[src/rtl/hv_bist_pkg.sv]
// Shared types and constants for the hv BIST sequencer: FSM states and
// result-word bit positions.
package hv_bist_pkg;

    typedef enum logic [1:0] {
        ST_IDLE,
        ST_ABIST,
        ST_LBIST,
        ST_DONE
    } bist_state_t;

    localparam int RSLT_LBIST = 6;
    localparam int RSLT_TMO   = 7;
    localparam int RSLT_ABORT = 8;

    // Result word holds one pass bit per analog item plus lbist, timeout and abort.
    function automatic int RSLT_W(input int item_num);
        return item_num + 3;
    endfunction

endpackage

[src/rtl/hv_bist_ctrl_if.sv]
// Request/engine/result signal bundle between the BIST sequencer and its
// neighbours. The sequencer connects through the slave modport.
interface hv_bist_ctrl_if #(
    parameter int BIST_ITEM_NUM = 6
);

    logic                                            i_bist_req;
    logic                                            o_bist_en;
    logic [BIST_ITEM_NUM-1:0]                        i_abist_status;
    logic                                            i_lbist_en;
    logic                                            o_lbist_start;
    logic                                            i_lbist_done;
    logic                                            i_lbist_pass;
    logic                                            o_bist_busy;
    logic                                            o_bist_done;
    logic                                            o_bist_fail;
    logic [hv_bist_pkg::RSLT_W(BIST_ITEM_NUM)-1:0]   o_bist_rslt;

    modport slave (
        input  i_bist_req, i_abist_status, i_lbist_en, i_lbist_done, i_lbist_pass,
        output o_bist_en, o_lbist_start, o_bist_busy, o_bist_done, o_bist_fail, o_bist_rslt
    );

    modport master (
        output i_bist_req, i_abist_status, i_lbist_en, i_lbist_done, i_lbist_pass,
        input  o_bist_en, o_lbist_start, o_bist_busy, o_bist_done, o_bist_fail, o_bist_rslt
    );

endinterface

[src/rtl/hv_bist_tmo_cnt.sv]
// Saturating phase-timeout counter; expire is high once the count reaches
// the supplied limit and stays high until cleared.
module hv_bist_tmo_cnt #(
    parameter int CNT_W = 15
) (
    input  logic             clk,
    input  logic             rst_n,
    input  logic             clr,
    input  logic [CNT_W-1:0] lim,
    output logic             expire
);

    logic [CNT_W-1:0] cnt;

    always_ff @(posedge clk or negedge rst_n) begin
        if (!rst_n) begin
            cnt <= '0;
        end else if (clr) begin
            cnt <= '0;
        end else if (cnt != {CNT_W{1'b1}}) begin
            cnt <= cnt + CNT_W'(1);
        end
    end

    assign expire = (cnt >= lim);

endmodule

[src/rtl/hv_bist_ctrl.sv]
// Sequencer for the hv analog BIST engine followed by logic BIST: enables
// the engine, launches lbist on hand-off, and latches the consolidated result.
module hv_bist_ctrl
    import hv_bist_pkg::*;
#(
    parameter int CLK_M         = 48,
    parameter int BIST_ITEM_NUM = 6,
    parameter int ABIST_TMO_US  = 200,
    parameter int LBIST_TMO_US  = 500
) (
    input  logic            i_clk,
    input  logic            i_rst_n,
    hv_bist_ctrl_if.slave   bus
);

    localparam int RW            = RSLT_W(BIST_ITEM_NUM);
    localparam int ABIST_TMO_CYC = ABIST_TMO_US * CLK_M;
    localparam int LBIST_TMO_CYC = LBIST_TMO_US * CLK_M;
    localparam int MAX_TMO_CYC   = (ABIST_TMO_CYC > LBIST_TMO_CYC) ? ABIST_TMO_CYC : LBIST_TMO_CYC;
    localparam int CNT_W         = $clog2(MAX_TMO_CYC + 1);

    bist_state_t   state, state_nxt;
    logic          req_d;
    logic          start;
    logic          abort;
    logic          expire;
    logic          cnt_clr;
    logic [CNT_W-1:0] cnt_lim;

    logic          bist_en, bist_en_nxt;
    logic          lbist_start, lbist_start_nxt;
    logic          busy, busy_nxt;
    logic          done, done_nxt;
    logic          fail, fail_nxt;
    logic [RW-1:0] rslt, rslt_nxt;

    function automatic logic fail_of(input logic [RW-1:0] r);
        return ~&r[BIST_ITEM_NUM-1:0] | ~r[RSLT_LBIST] | r[RSLT_TMO];
    endfunction

    assign start = bus.i_bist_req & ~req_d;

    // Counter restarts on every phase change and is held clear outside the timed phases.
    assign cnt_clr = (state_nxt != state) || (state == ST_IDLE) || (state == ST_DONE);
    assign cnt_lim = (state == ST_LBIST) ? CNT_W'(LBIST_TMO_CYC - 1) : CNT_W'(ABIST_TMO_CYC - 1);

    hv_bist_tmo_cnt #(
        .CNT_W (CNT_W)
    ) u_tmo_cnt (
        .clk    (i_clk),
        .rst_n  (i_rst_n),
        .clr    (cnt_clr),
        .lim    (cnt_lim),
        .expire (expire)
    );

    always_comb begin
        state_nxt       = state;
        bist_en_nxt     = bist_en;
        lbist_start_nxt = 1'b0;
        busy_nxt        = busy;
        done_nxt        = 1'b0;
        fail_nxt        = fail;
        rslt_nxt        = rslt;
        abort           = 1'b0;

        case (state)
            ST_IDLE: begin
                if (start) begin
                    state_nxt   = ST_ABIST;
                    rslt_nxt    = '0;
                    fail_nxt    = 1'b0;
                    bist_en_nxt = 1'b1;
                    busy_nxt    = 1'b1;
                end
            end
            ST_ABIST: begin
                if (!bus.i_bist_req) begin
                    abort = 1'b1;
                end else if (bus.i_lbist_en) begin
                    rslt_nxt[BIST_ITEM_NUM-1:0] = bus.i_abist_status;
                    lbist_start_nxt             = 1'b1;
                    state_nxt                   = ST_LBIST;
                end else if (expire) begin
                    rslt_nxt[BIST_ITEM_NUM-1:0] = bus.i_abist_status;
                    rslt_nxt[RSLT_TMO]          = 1'b1;
                    state_nxt                   = ST_DONE;
                end
            end
            ST_LBIST: begin
                if (!bus.i_bist_req) begin
                    abort = 1'b1;
                end else if (bus.i_lbist_done) begin
                    rslt_nxt[RSLT_LBIST] = bus.i_lbist_pass;
                    state_nxt            = ST_DONE;
                end else if (expire) begin
                    rslt_nxt[RSLT_TMO]   = 1'b1;
                    rslt_nxt[RSLT_LBIST] = 1'b0;
                    state_nxt            = ST_DONE;
                end
            end
            ST_DONE: begin
                if (!bus.i_bist_req) begin
                    state_nxt = ST_IDLE;
                end
            end
            default: state_nxt = ST_IDLE;
        endcase

        if (abort) begin
            state_nxt            = ST_IDLE;
            bist_en_nxt          = 1'b0;
            busy_nxt             = 1'b0;
            rslt_nxt[RSLT_ABORT] = 1'b1;
            fail_nxt             = 1'b1;
        end

        if ((state_nxt == ST_DONE) && (state != ST_DONE)) begin
            bist_en_nxt = 1'b0;
            busy_nxt    = 1'b0;
            done_nxt    = 1'b1;
            fail_nxt    = fail_of(rslt_nxt);
        end
    end

    always_ff @(posedge i_clk or negedge i_rst_n) begin
        if (!i_rst_n) begin
            state       <= ST_IDLE;
            req_d       <= 1'b0;
            bist_en     <= 1'b0;
            lbist_start <= 1'b0;
            busy        <= 1'b0;
            done        <= 1'b0;
            fail        <= 1'b0;
            rslt        <= '0;
        end else begin
            state       <= state_nxt;
            req_d       <= bus.i_bist_req;
            bist_en     <= bist_en_nxt;
            lbist_start <= lbist_start_nxt;
            busy        <= busy_nxt;
            done        <= done_nxt;
            fail        <= fail_nxt;
            rslt        <= rslt_nxt;
        end
    end

    assign bus.o_bist_en     = bist_en;
    assign bus.o_lbist_start = lbist_start;
    assign bus.o_bist_busy   = busy;
    assign bus.o_bist_done   = done;
    assign bus.o_bist_fail   = fail;
    assign bus.o_bist_rslt   = rslt;

endmodule

[src/flat_wrapper.sv]
// flat-port wrapper written by rule: the top's interface ports become plain ports
module hv_bist_ctrl_flat import hv_bist_pkg::*;
#(
    parameter int CLK_M         = 48,
    parameter int BIST_ITEM_NUM = 6,
    parameter int ABIST_TMO_US  = 200,
    parameter int LBIST_TMO_US  = 500
)
  (i_clk, i_rst_n, bus_i_bist_req, bus_i_abist_status, bus_i_lbist_en, bus_i_lbist_done, bus_i_lbist_pass, bus_o_bist_en, bus_o_lbist_start, bus_o_bist_busy, bus_o_bist_done, bus_o_bist_fail, bus_o_bist_rslt);
  hv_bist_ctrl_if #(.BIST_ITEM_NUM(BIST_ITEM_NUM)) bus_i ();
  input  logic i_clk;
  input  logic i_rst_n;
  input wire logic [$bits(bus_i.i_bist_req)-1:0] bus_i_bist_req;
  input wire logic [$bits(bus_i.i_abist_status)-1:0] bus_i_abist_status;
  input wire logic [$bits(bus_i.i_lbist_en)-1:0] bus_i_lbist_en;
  input wire logic [$bits(bus_i.i_lbist_done)-1:0] bus_i_lbist_done;
  input wire logic [$bits(bus_i.i_lbist_pass)-1:0] bus_i_lbist_pass;
  output wire logic [$bits(bus_i.o_bist_en)-1:0] bus_o_bist_en;
  output wire logic [$bits(bus_i.o_lbist_start)-1:0] bus_o_lbist_start;
  output wire logic [$bits(bus_i.o_bist_busy)-1:0] bus_o_bist_busy;
  output wire logic [$bits(bus_i.o_bist_done)-1:0] bus_o_bist_done;
  output wire logic [$bits(bus_i.o_bist_fail)-1:0] bus_o_bist_fail;
  output wire logic [$bits(bus_i.o_bist_rslt)-1:0] bus_o_bist_rslt;
  assign bus_i.i_bist_req = bus_i_bist_req;
  assign bus_i.i_abist_status = bus_i_abist_status;
  assign bus_i.i_lbist_en = bus_i_lbist_en;
  assign bus_i.i_lbist_done = bus_i_lbist_done;
  assign bus_i.i_lbist_pass = bus_i_lbist_pass;
  assign bus_o_bist_en = bus_i.o_bist_en;
  assign bus_o_lbist_start = bus_i.o_lbist_start;
  assign bus_o_bist_busy = bus_i.o_bist_busy;
  assign bus_o_bist_done = bus_i.o_bist_done;
  assign bus_o_bist_fail = bus_i.o_bist_fail;
  assign bus_o_bist_rslt = bus_i.o_bist_rslt;
  hv_bist_ctrl #(.CLK_M(CLK_M), .BIST_ITEM_NUM(BIST_ITEM_NUM), .ABIST_TMO_US(ABIST_TMO_US), .LBIST_TMO_US(LBIST_TMO_US)) u_core (.i_clk(i_clk), .i_rst_n(i_rst_n), .bus(bus_i));
endmodule
[config.mk]
export PLATFORM = sky130hd
export DESIGN_NAME = hv_bist_ctrl_flat
export DESIGN_NICKNAME = d
export VERILOG_FILES = /design/src/rtl/hv_bist_pkg.sv /design/src/rtl/hv_bist_ctrl_if.sv /design/src/rtl/hv_bist_tmo_cnt.sv /design/src/rtl/hv_bist_ctrl.sv /design/src/flat_wrapper.sv
export SDC_FILE = /design/constraint.sdc
export NUM_CORES = 1
export LEC_CHECK = 0
export CAP_MARGIN = 5
export CORE_UTILIZATION = 56
export CTS_BUF_LIST = sky130_fd_sc_hd__clkbuf_16
export DETAILED_ROUTE_END_ITERATION = 16
export PLACE_DENSITY = 0.83
export SYNTH_ARGS = -nofsm -noshare
export SYNTH_HDL_FRONTEND = slang
export SYNTH_HIERARCHICAL = 1
export SYNTH_SLANG_ARGS = --single-unit
[constraint.sdc]
create_clock -name i_clk -period 3.85 [get_ports i_clk]
set_input_delay 0.77 -clock i_clk [delete_from_list [all_inputs] [get_ports i_clk]]
set_output_delay 0.77 -clock i_clk [all_outputs]
set_load 0.02 [all_outputs]
Word-level counts from Yosys, hierarchy flattened
Cells that the tools add are included.

Bits in registers: 31. Logic and storage cells: 79.

Add/subtract/negate cells: 1. Eq/ne operators: 7. $lt $le $gt $ge: 1. Reduce and logical (&&, ||, !) cells: 14. Bitwise gates (word level): 5. Muxes and demuxes: 42.

Operator list (number): $mux W15 (3); $mux W1 (21); $mux W2 (10); $mux W6 (3); $add A15 B1 Y15 const B (1); $ge A15 B15 Y1 (1); $ne A15 B15 Y1 const B (1); $pmux W6 S2 (1); $mux W9 (1); $pmux W2 S4 (1); $eq A2 B2 Y1 const B (3); $reduce_and A6 Y1 (1); $reduce_bool A2 Y1 (3); $reduce_bool A3 Y1 (2); $reduce_and A2 Y1 (2); $pmux W1 S3 (1); $eq A2 B1 Y1 const B (1); $logic_not A2 Y1 (1); $logic_or A1 B1 Y1 (2); $ne A2 B2 Y1 (1); $ne A2 B2 Y1 const B (1); $not A1 Y1 (2); $or A1 B1 Y1 (2); $pmux W1 S2 (1); 4 further kinds (4).

Depth between registers and ports, before layout
Gate-level depths: netlist (run 1).

Depth after elaboration: 12. Depth in mapped cells: 18.

By module
The synthesis (run 1) kept the hierarchy.

By module, submodules not included: hv_bist_tmo_cnt (area each 1214.9 um2, sequential area each 375.4 um2, cells each 140, times used 1); hv_bist_ctrl (area each 980.9 um2, sequential area each 400.4 um2, cells each 104, times used 1).

Least setup slack after synthesis (run 1)
OpenSTA, ideal clock, no wires.

Path kind: register to register. Start: reg u_core.state[0]. End: reg u_core.u_tmo_cnt.cnt[0]. Stages on the path, launching flop included: 18. Path slack: 0.351 ns. Arrival time: 3.368 ns. Path buffers: 2. Setup time: 0.132 ns. Cells stage by stage: dfrtp_1 inv_2 ha_1 inv_1 inv_1 ha_1 nand2_1 nor2_1 a21oi_1 o41ai_1 o211a_1 o21bai_1 a21oi_2 xnor2_1 o211ai_2 clkbuf_1 buf_1 nor2_1.

Longest elaborated chain between the ends: 12. Elaborated cells between the ends (all ways): 22. Those cells by class: order compare (1); eq/ne (4); mux (12); reduce/logical (5).

Ends and longest elaborated chain: from (decl) (RTL line hv_bist_ctrl.sv:22) `bist_state_t state, state_nxt;`; from (signal assigned) (RTL line hv_bist_ctrl.sv:137) `state <= state_nxt;`; $eq A2 B2 Y1 * (RTL line hv_bist_ctrl.sv:45) `assign cnt_lim = (state == ST_LBIST) ? CNT_W'(LBIST_TMO_CYC - 1) : CNT_W'(ABIST_TMO_CYC - 1);`; $mux W15 * (RTL line hv_bist_ctrl.sv:45); via u_core.cnt_lim[11] (RTL line hv_bist_ctrl.sv:28) `logic [CNT_W-1:0] cnt_lim;`; $ge A15 B15 Y1 * (RTL line hv_bist_tmo_cnt.sv:25) `assign expire = (cnt >= lim);`; via u_core.expire (RTL line hv_bist_ctrl.sv:26) `logic expire;`; $mux W2 * (RTL line hv_bist_ctrl.sv:84, hv_bist_ctrl.sv:96); $mux W2 (on tied branches) (RTL line hv_bist_ctrl.sv:93, hv_bist_ctrl.sv:80); $mux W2 (on tied branches) (RTL line hv_bist_ctrl.sv:91, hv_bist_ctrl.sv:78); $pmux W2 S4 * (RTL line hv_bist_ctrl.sv:67) `case (state)`; $mux W2 * (RTL line hv_bist_ctrl.sv:110) `if (abort) begin`; via u_core.state_nxt[1] (RTL line hv_bist_ctrl.sv:22); $ne A2 B2 Y1 * (RTL line hv_bist_ctrl.sv:44) `assign cnt_clr = (state_nxt != state) || (state == ST_IDLE) || (state == ST_DONE);`; $logic_or A1 B1 Y1 * (2 in a row) (RTL line hv_bist_ctrl.sv:44); via u_core.cnt_clr (RTL line hv_bist_ctrl.sv:27) `logic cnt_clr;`; $mux W15 or $reduce_bool A2 Y1 (tied branches); to (signal assigned) (RTL line hv_bist_tmo_cnt.sv:21) `cnt <= cnt + CNT_W'(1);`; to (decl) (RTL line hv_bist_tmo_cnt.sv:13) `logic [CNT_W-1:0] cnt;`.

Mark *: on every way through the listed nets, which the timed path passes. The rest lies on a longest branch. A chain may end at the register's enable or synchronous reset.

Worst setup path in the final report (run 1)
Start: reg u_core.state[0]. End: reg u_core.u_tmo_cnt.cnt[10].

Longest elaborated chain between the ends: 12. Elaborated cells between the ends (all ways): 22. Those cells by class: order compare (1); eq/ne (4); mux (12); reduce/logical (5).

Ends and longest elaborated chain (RTL line): $eq A2 B2 Y1 * (hv_bist_ctrl.sv:45); $mux W15 * (hv_bist_ctrl.sv:45); via u_core.cnt_lim[11] (hv_bist_ctrl.sv:28); $ge A15 B15 Y1 * (hv_bist_tmo_cnt.sv:25); via u_core.expire (hv_bist_ctrl.sv:26); $mux W2 * (hv_bist_ctrl.sv:84, hv_bist_ctrl.sv:96); $mux W2 (on tied branches) (hv_bist_ctrl.sv:93, hv_bist_ctrl.sv:80); $mux W2 (on tied branches) (hv_bist_ctrl.sv:91, hv_bist_ctrl.sv:78); $pmux W2 S4 * (hv_bist_ctrl.sv:67); $mux W2 * (hv_bist_ctrl.sv:110); $ne A2 B2 Y1 * (hv_bist_ctrl.sv:44); $logic_or A1 B1 Y1 * (2 in a row) (hv_bist_ctrl.sv:44); via u_core.cnt_clr (hv_bist_ctrl.sv:27); $mux W15 or $reduce_bool A2 Y1 (tied branches).

Marked as above.

==> summary.txt, run 1 <==
Status
  – Status: complete, no violations

Worst setup path
  – FF-to-FF Start: u_core/state[0]
  – CP startpoint: u_core/state[0]
  – Reg2reg setup slack: 0.33 ns
  – CP arrival: 3.68 ns
  – Crit-path cells: inv_2 -> ha_2 -> inv_1 -> inv_1 -> ha_1 -> nand2_1 -> o21ai_0 -> a21oi_1 -> o41ai_1 -> buf_4 -> o21ai_1 -> a21oi_1 -> or4_4 -> and3_4 -> o211ai_2 -> nor2_1 -> mux2_1
  – Critical path endpoint category: register
  – CP Launch Type: register
  – R2r endpoint: u_core/u_tmo_cnt/cnt[10]
  – Req. time, crit path: approximately 4 ns
  – CP peak stage delay: between 0.4 and 0.5 ns
  – Crit-path slowest cell: dfrtp_2
  – Crit path kind: reg2reg
  – Worst Setup EP: u_core/u_tmo_cnt/cnt[10]
  – Worst r2r path cells: 17
  – Crit-path max FO: 8

CTS
  – Maximum clock path buffer count: 2
  – H-tree levels: 2
  – TritonCTS Buffers: 5
  – Skew-Pair Late Insertion Delay: around 0.28 ns
  – Cts hold-fix bufs: 0
  – Clock tree from TritonCTS: done
  – Worst-path clk slew: roughly 0.06 ns
  – CTS sink cnt: 31
  – Root Driver: clkbuf_16

Final layout
  – Non-Filler Instances: 328
  – Layout cells sized above 1: 0.1286
  – Area grow syn2layout: 20.80%
  – Final nets: 311
  – Filler cells: 279
  – Most frequent cells in the layout: 30 x dfrtp_1, 28 x a21oi_1, 25 x clkdlybuf4s50_1, 25 x inv_1, 20 x nor2_1
  – Diodes inserted: 0
  – Commonest non-fill, non-tap cell in the layout: dfrtp_1

Detailed routing
  – 1st-iter DRT viols: 96
  – Met1 WL: 2227 um
  – Met3 routed WL: 231 um
  – Via density: 5.729
  – Top layer in use: met4
  – DR vias: 1879
  – Routed met2 length: about 2200 um
  – Router iterations before antenna repair: 4
  – Final WL: 4736 um
  – Number of routed nets with antenna violations: 0
  – Remaining DRCs: 0
  – Drt wl/cell: ~14 um

Floorplan
  – Initial core utilization: 0.5909
  – Site Rows: 22
  – Ports: 26
  – Die H: 64.62 um
  – Die Span X: 64.62 um
  – Core ar.: 0.003716 mm^2
  – Die area: 0.004176 mm^2

Global routing
  – Total GRT Usage: 0.2504
  – GRT Residual Overflow: 0
  – Initial antenna violation count: 0
  – Largest net degree at the start of global routing: 32
  – First-pass GRT wire length: around 8000 um
  – Vias in the first global route: 1765

Placement
  – Routability cong.: 0.8751
  – Detailed Place HPWL: roughly 3500 um
  – PortBufs: 25
  – DP Cell Count: 320

Power and ir drop
  – PD cells: 612.0 mW/mm^2
  – Leak: 1.236 nW
  – VDD IR-drop max: 0.3914 mV

Logic synthesis
  – Register area share after synthesis: 0.3533
  – Ys async rst share: 1.000
  – Mapped Area: 0.002196 mm^2
  – Synth Register Bits: 31
  – Netlist cell types: 58
  – Mean Syn Cell Area: 8.999 um^2
  – Post-synthesis instance total: 244
  – Synth warnings: 6
  – Most frequently used flop master after synthesis: dfrtp_1
  – Post-synth EDFFs: 0

Timing
  – RSZ-0062 raised after global routing: false
  – Endpoints failing setup: 0
  – Slew Limit Headroom: 0.5971
  – Crit path time final: 3.519 ns
  – Fin Clk Skew: 0.005804 ns
  – Fmax: 284.2 MHz
  – Setup TNS: 0 ns
  – Period utilisation layout: 0.9139
  – Max-slew violations: 0
  – Final hold violations: 0
  – Least-Margin Pin Slew: 0.5998 ns

Job
  – Max-Cap Viols: 0

Min path
  – Hold Crit Class: reg2reg
==> synthesized netlist by cell type, drive strengths merged, types with 2 or more instances <==
| master | number | share of area |
|---|---|---|
| o211ai | 3 | 0.013 |
| nand4 | 6 | 0.030 |
| o41ai | 3 | 0.012 |
| conb | 2 | 0.0034 |
| nor2 | 20 | 0.034 |
| buf | 8 | 0.028 |
| a211o | 2 | 0.0085 |
| mux2i | 2 | 0.0091 |
| xnor2 | 2 | 0.0080 |
| nor4 | 3 | 0.018 |
| inv | 26 | 0.044 |
| nor3 | 5 | 0.014 |
| a32oi | 2 | 0.0080 |
| ha | 20 | 0.11 |
| a22o | 5 | 0.023 |
| and4 | 3 | 0.013 |
| nand3b | 2 | 0.0068 |
| nand3 | 8 | 0.024 |
| or3 | 6 | 0.017 |
| dfrtp | 31 | 0.35 |
| a21oi | 30 | 0.072 |
| o21ai | 16 | 0.036 |
| nand2b | 3 | 0.0085 |
| nand2 | 16 | 0.027 |
| nor2b | 2 | 0.0057 |
| and3 | 2 | 0.0085 |
==> per-stage QoR <==
stage / utilization / worst slack [ns] / power [mW] / hold WS [ns] / cell area [um^2]
6_report: 0.7138 / 0.3315 / 1.623 / 0.5235 / 2653
5_1_grt: 0.7138 / 0.07733 / 1.724 / 0.5475 / 2653
4_1_cts: 0.7128 / 0.2190 / 1.624 / 0.5227 / 2649
3_5_place_dp: 0.6737 / 0.2263 / 1.227 / 0.5042 / 2504
3_3_place_gp: 0.6737 / 0.4091 / 1.216 / 0.5044 / 2504
2_1_floorplan: - / 0.3506 / 0.9878 / 0.4744 / 2222
==> timing repair <==
| item | 4_1_cts | 5_1_grt |
|---|---|---|
| setup buffers | 0 | 0 |
| gates resized for setup | 0 | 2 |
| setup endpoints to repair | 0 | 7 |
==> per-layer routing <==
layer  vias up  track usage
met1       881       0.3367
met5         -            0
li1        935            -
met3        11      0.05106
met4         0       0.1000
met2        52       0.3934
==> worst max-delay path: cells and delay by family, from the launching register on <==
| family | cells | cell delay (ns) |
|---|---|---|
| compound gates | 6 | 0.86 |
| fa+ha+maj | 2 | 0.49 |
| buf+inv | 4 | 0.47 |
| flops | 1 | 0.45 |
| mux | 1 | 0.29 |
| simple gates | 4 | 0.84 |
==> layout make-up <==
type / count / area [um^2] / share of cell area
inverters: 26 / 97.59 / 0.03679
multi-input cells: 185 / 1285 / 0.4844
flip-flops and latches: 31 / 777.0 / 0.2929
clock buffers: 5 / 125.1 / 0.04717
clock inverters: 3 / 20.02 / 0.007547
repair buffers: 30 / 287.8 / 0.1085
well taps: 48 / 60.06 / 0.02264
==> state kept, by name (all words and copies together) (netlist names) <==
register,cells
u_core/state,2
u_core/bus.o_bist_fail,1
u_core/req_d,1
u_core/bus.o_lbist_start,1
u_core/bus.o_bist_done,1
u_core/u_tmo_cnt/cnt,15
u_core/bus.o_bist_busy,1
u_core/bus.o_bist_rslt,9
==> cells by family (layout without fill, tap and decap cells) <==
logic type / Yosys count / count (layout) / synth area share
AND/OR/NAND/NOR: 80 / 80 / 0.2222
AO/OA/AOI/OAI: 70 / 70 / 0.2063
buffers and inverters: 35 / 64 / 0.07464
flip-flops: 31 / 31 / 0.3533
adder cells (fa/ha/maj): 20 / 20 / 0.1140
XOR/XNOR: 3 / 3 / 0.01197
multiplexers: 3 / 3 / 0.01425
other: 2 / 9 / 0.003420
==> power by group <==
group          leakage (nW)  switching (mW)  internal (mW)
clock network        0.0658           0.147          0.238
logic                 0.754           0.436          0.341
registers             0.416          0.0655          0.396
==> how the worst min path moves through the flow <==
stage | cells after the start | slack [ns] | start | to
2_1_floorplan | 0 | 0.47 | i_rst_n | u_core/bus.o_bist_busy
3_3_place_gp | 1 | 0.50 | u_core/bus.o_bist_rslt[5] | u_core/bus.o_bist_rslt[5]
3_5_place_dp | 1 | 0.50 | u_core/bus.o_bist_rslt[5] | u_core/bus.o_bist_rslt[5]
4_1_cts | 1 | 0.52 | u_core/bus.o_bist_rslt[5] | u_core/bus.o_bist_rslt[5]
5_1_grt | 1 | 0.55 | u_core/bus.o_bist_rslt[5] | u_core/bus.o_bist_rslt[5]
6_report | 1 | 0.52 | u_core/bus.o_bist_rslt[5] | u_core/bus.o_bist_rslt[5]
Note: power is estimated with default switching activity, not from simulation.
==> run 2: changes to the inputs <==
- clock period: 3.85 -> 3.4 ns (I/O delays scaled with it)
==> run 2 against run 1 <==
Net effect: wire length grew 3.2%; worst setup slack got worse by 0.14 ns; design area grew 4.1%; hold slack got worse by 0.020 ns; sequential share of layout area down 1.2 points; sequential power is 11% higher; non-clock buffer count increased by 9; power rose by 16%; clock power rose by 2%; combinational power is 26% higher.
==> summary.txt, run 2 (synthesized netlist as in run 1, its figures left out) <==
CTS
  – Cts hold-fix bufs: 0
  – CTS sink cnt: 31
  – H-tree levels: 2
  – Maximum clock path buffer count: 2
  – Worst-path clk slew: 0.05 ns
  – Root Driver: clkbuf_16
  – Skew-Pair Late Insertion Delay: 0.27 ns
  – Clock tree from TritonCTS: done
  – TritonCTS Buffers: 5

Placement
  – Detailed Place HPWL: 3442 um
  – PortBufs: 25
  – Dpl ws: 0.04628 ns
  – Routability cong.: 0.8587

Floorplan
  – Initial core utilization: 0.5909
  – Site Rows: 22
  – Core ar.: 0.003716 mm^2
  – Die Span X: 64.62 um
  – Ports: 26
  – Die H: approximately 65 um
  – Die area: ~0.0042 mm^2

Final layout
  – Max reg flops: 15
  – Diodes inserted: 0
  – Reg with most FFs: u_core/u_tmo_cnt/cnt
  – Filler cells: 275
  – Layout cells sized above 1: 0.1672
  – Most frequent cells in the layout: 31 x dfrtp_1, 25 x inv_1, 25 x clkdlybuf4s50_1, 25 x a21oi_1, 20 x nor2_1
  – Final nets: 320
  – Commonest non-fill, non-tap cell in the layout: dfrtp_1
  – Area grow syn2layout: 25.76%

Worst setup path
  – CP arrival: roughly 3.4 ns
  – FF-to-FF Start: u_core/state[0]
  – Critical path endpoint category: register
  – Reg2reg setup slack: between 0.15 and 0.2 ns
  – Crit path kind: reg2reg
  – CP Launch Type: register
  – R2r endpoint: u_core/u_tmo_cnt/cnt[10]
  – Crit-path max FO: 8
  – Req. time, crit path: 3.55 ns
  – Worst r2r path cells: 15

Global routing
  – Initial antenna violation count: 0
  – Largest net degree at the start of global routing: 32
  – GRT Residual Overflow: 0
  – First-pass GRT wire length: 7976 um
  – Vias in the first global route: between 1.5k and 2k
  – Total GRT Usage: 0.2536

Detailed routing
  – Remaining DRCs: 0
  – DR vias: 1968
  – Final WL: 4888 um
  – Drt wl/cell: 14.59 um
  – Router iterations before antenna repair: 4
  – Via density: a little under 6
  – Number of routed nets with antenna violations: 0
  – 1st-iter DRT viols: 119

Power and ir drop
  – Leak: 1.325 nW
  – VDD IR-drop max: 0.5382 mV
  – PD cells: 682.4 mW/mm^2

Timing
  – Endpoints failing setup: 0
  – Least-Margin Pin Slew: around 0.63 ns
  – Worst setup margin: 0.1927 ns
  – Crit path time final: around 3.2 ns
  – Slew Limit Headroom: 0.5769
  – Period utilisation layout: 0.9433
  – Fin Clk Skew: ~0.0033 ns
  – Max-slew violations: 0
  – Setup TNS: 0 ns
  – RSZ-0062 raised after global routing: false
  – Fmax: approximately 310 MHz
  – Final hold violations: 0

Min path
  – Hold Path Cell Cnt: 2
  – HP Start: u_core/bus.o_bist_rslt[7]
  – Hold Path Sink: u_core/bus.o_bist_rslt[7]
  – Hold Crit Class: reg2reg

Job
  – Max-Cap Viols: 0

Status
  – Status: complete, no violations
-- run 2: cell count changes in the layout (fill, tap and decap cells not counted), moves of 2 or more --
cell        delta
buf_4          +9
a21oi_2        +3
clkinvlp_4     -2
o41ai_1        -2
a21oi_1        -3
-- run 2: cell type report --
cell class,count,area (um^2),area share
Sequential cell,31,775.7,0.2809
Timing Repair Buffer,39,355.3,0.1287
Clock buffer,5,125.1,0.04531
Inverter,26,97.59,0.03534
Multi-Input combinational cell,185,1344,0.4866
Clock inverter,1,3.754,0.001359
Tap cell,48,60.06,0.02175
-- run 2: through the flow --
step	power, mW	instance area (um^2)	instances	utilization	hold slack (ns)
after floorplan	1.123	2231	251	-	0.3844
after global placement	1.394	2571	328	0.6919	0.4965
after detailed placement	1.410	2571	328	0.6919	0.4983
after CTS	1.843	2709	334	0.7290	0.5088
after global routing	2.013	2761	335	0.7431	0.5411
final	1.884	2761	335	0.7431	0.5034
-- run 2: worst max-delay path by stage --
stage                     from                  endpoint  slack, ns  cells past startpoint
2_1_floorplan  u_core/state[0]  u_core/u_tmo_cnt/cnt[10]       0.01                     17
3_3_place_gp   u_core/state[0]  u_core/u_tmo_cnt/cnt[10]       0.13                     16
3_5_place_dp   u_core/state[0]  u_core/u_tmo_cnt/cnt[10]       0.05                     16
5_1_grt        u_core/state[0]  u_core/u_tmo_cnt/cnt[13]       0.04                     16
6_report       u_core/state[0]  u_core/u_tmo_cnt/cnt[10]       0.19                     15
4_1_cts        u_core/state[0]  u_core/u_tmo_cnt/cnt[13]       0.03                     15
-- run 2: critical path, cell delays in order, from the launching register on --
cell	delay (ns)
dfrtp_1	0.38
inv_2	0.08
ha_4	0.16
inv_1	0.05
ha_1	0.32
nand2_2	0.13
o21ai_0	0.11
a21oi_2	0.16
o41ai_4	0.12
o21ai_1	0.18
a21oi_1	0.09
or4_4	0.46
and3_4	0.21
o211ai_4	0.27
nor2b_1	0.09
mux2_1	0.28
-- run 2: per-layer routing --
layer,track usage,vias to the layer above,part of all wire
met5,0,-,0
met4,0.09444,0,0.016
met3,0.06338,9,0.044
met2,0.4684,53,0.51
met1,0.2764,946,0.43
li1,-,960,-
-- run 2: power breakdown --
group          total (mW)  switching, mW  internal [mW]
Combinational       0.980          0.546          0.434
Sequential          0.513         0.0649          0.449
Clock               0.391          0.133          0.258
Total                1.88          0.744           1.14
-- run 2: timing repair --
item	CTS	global route
setup endpoints to repair	1	11
pin swaps	0	2
setup buffers	0	1
gates resized for setup	1	9
cloned	0	0
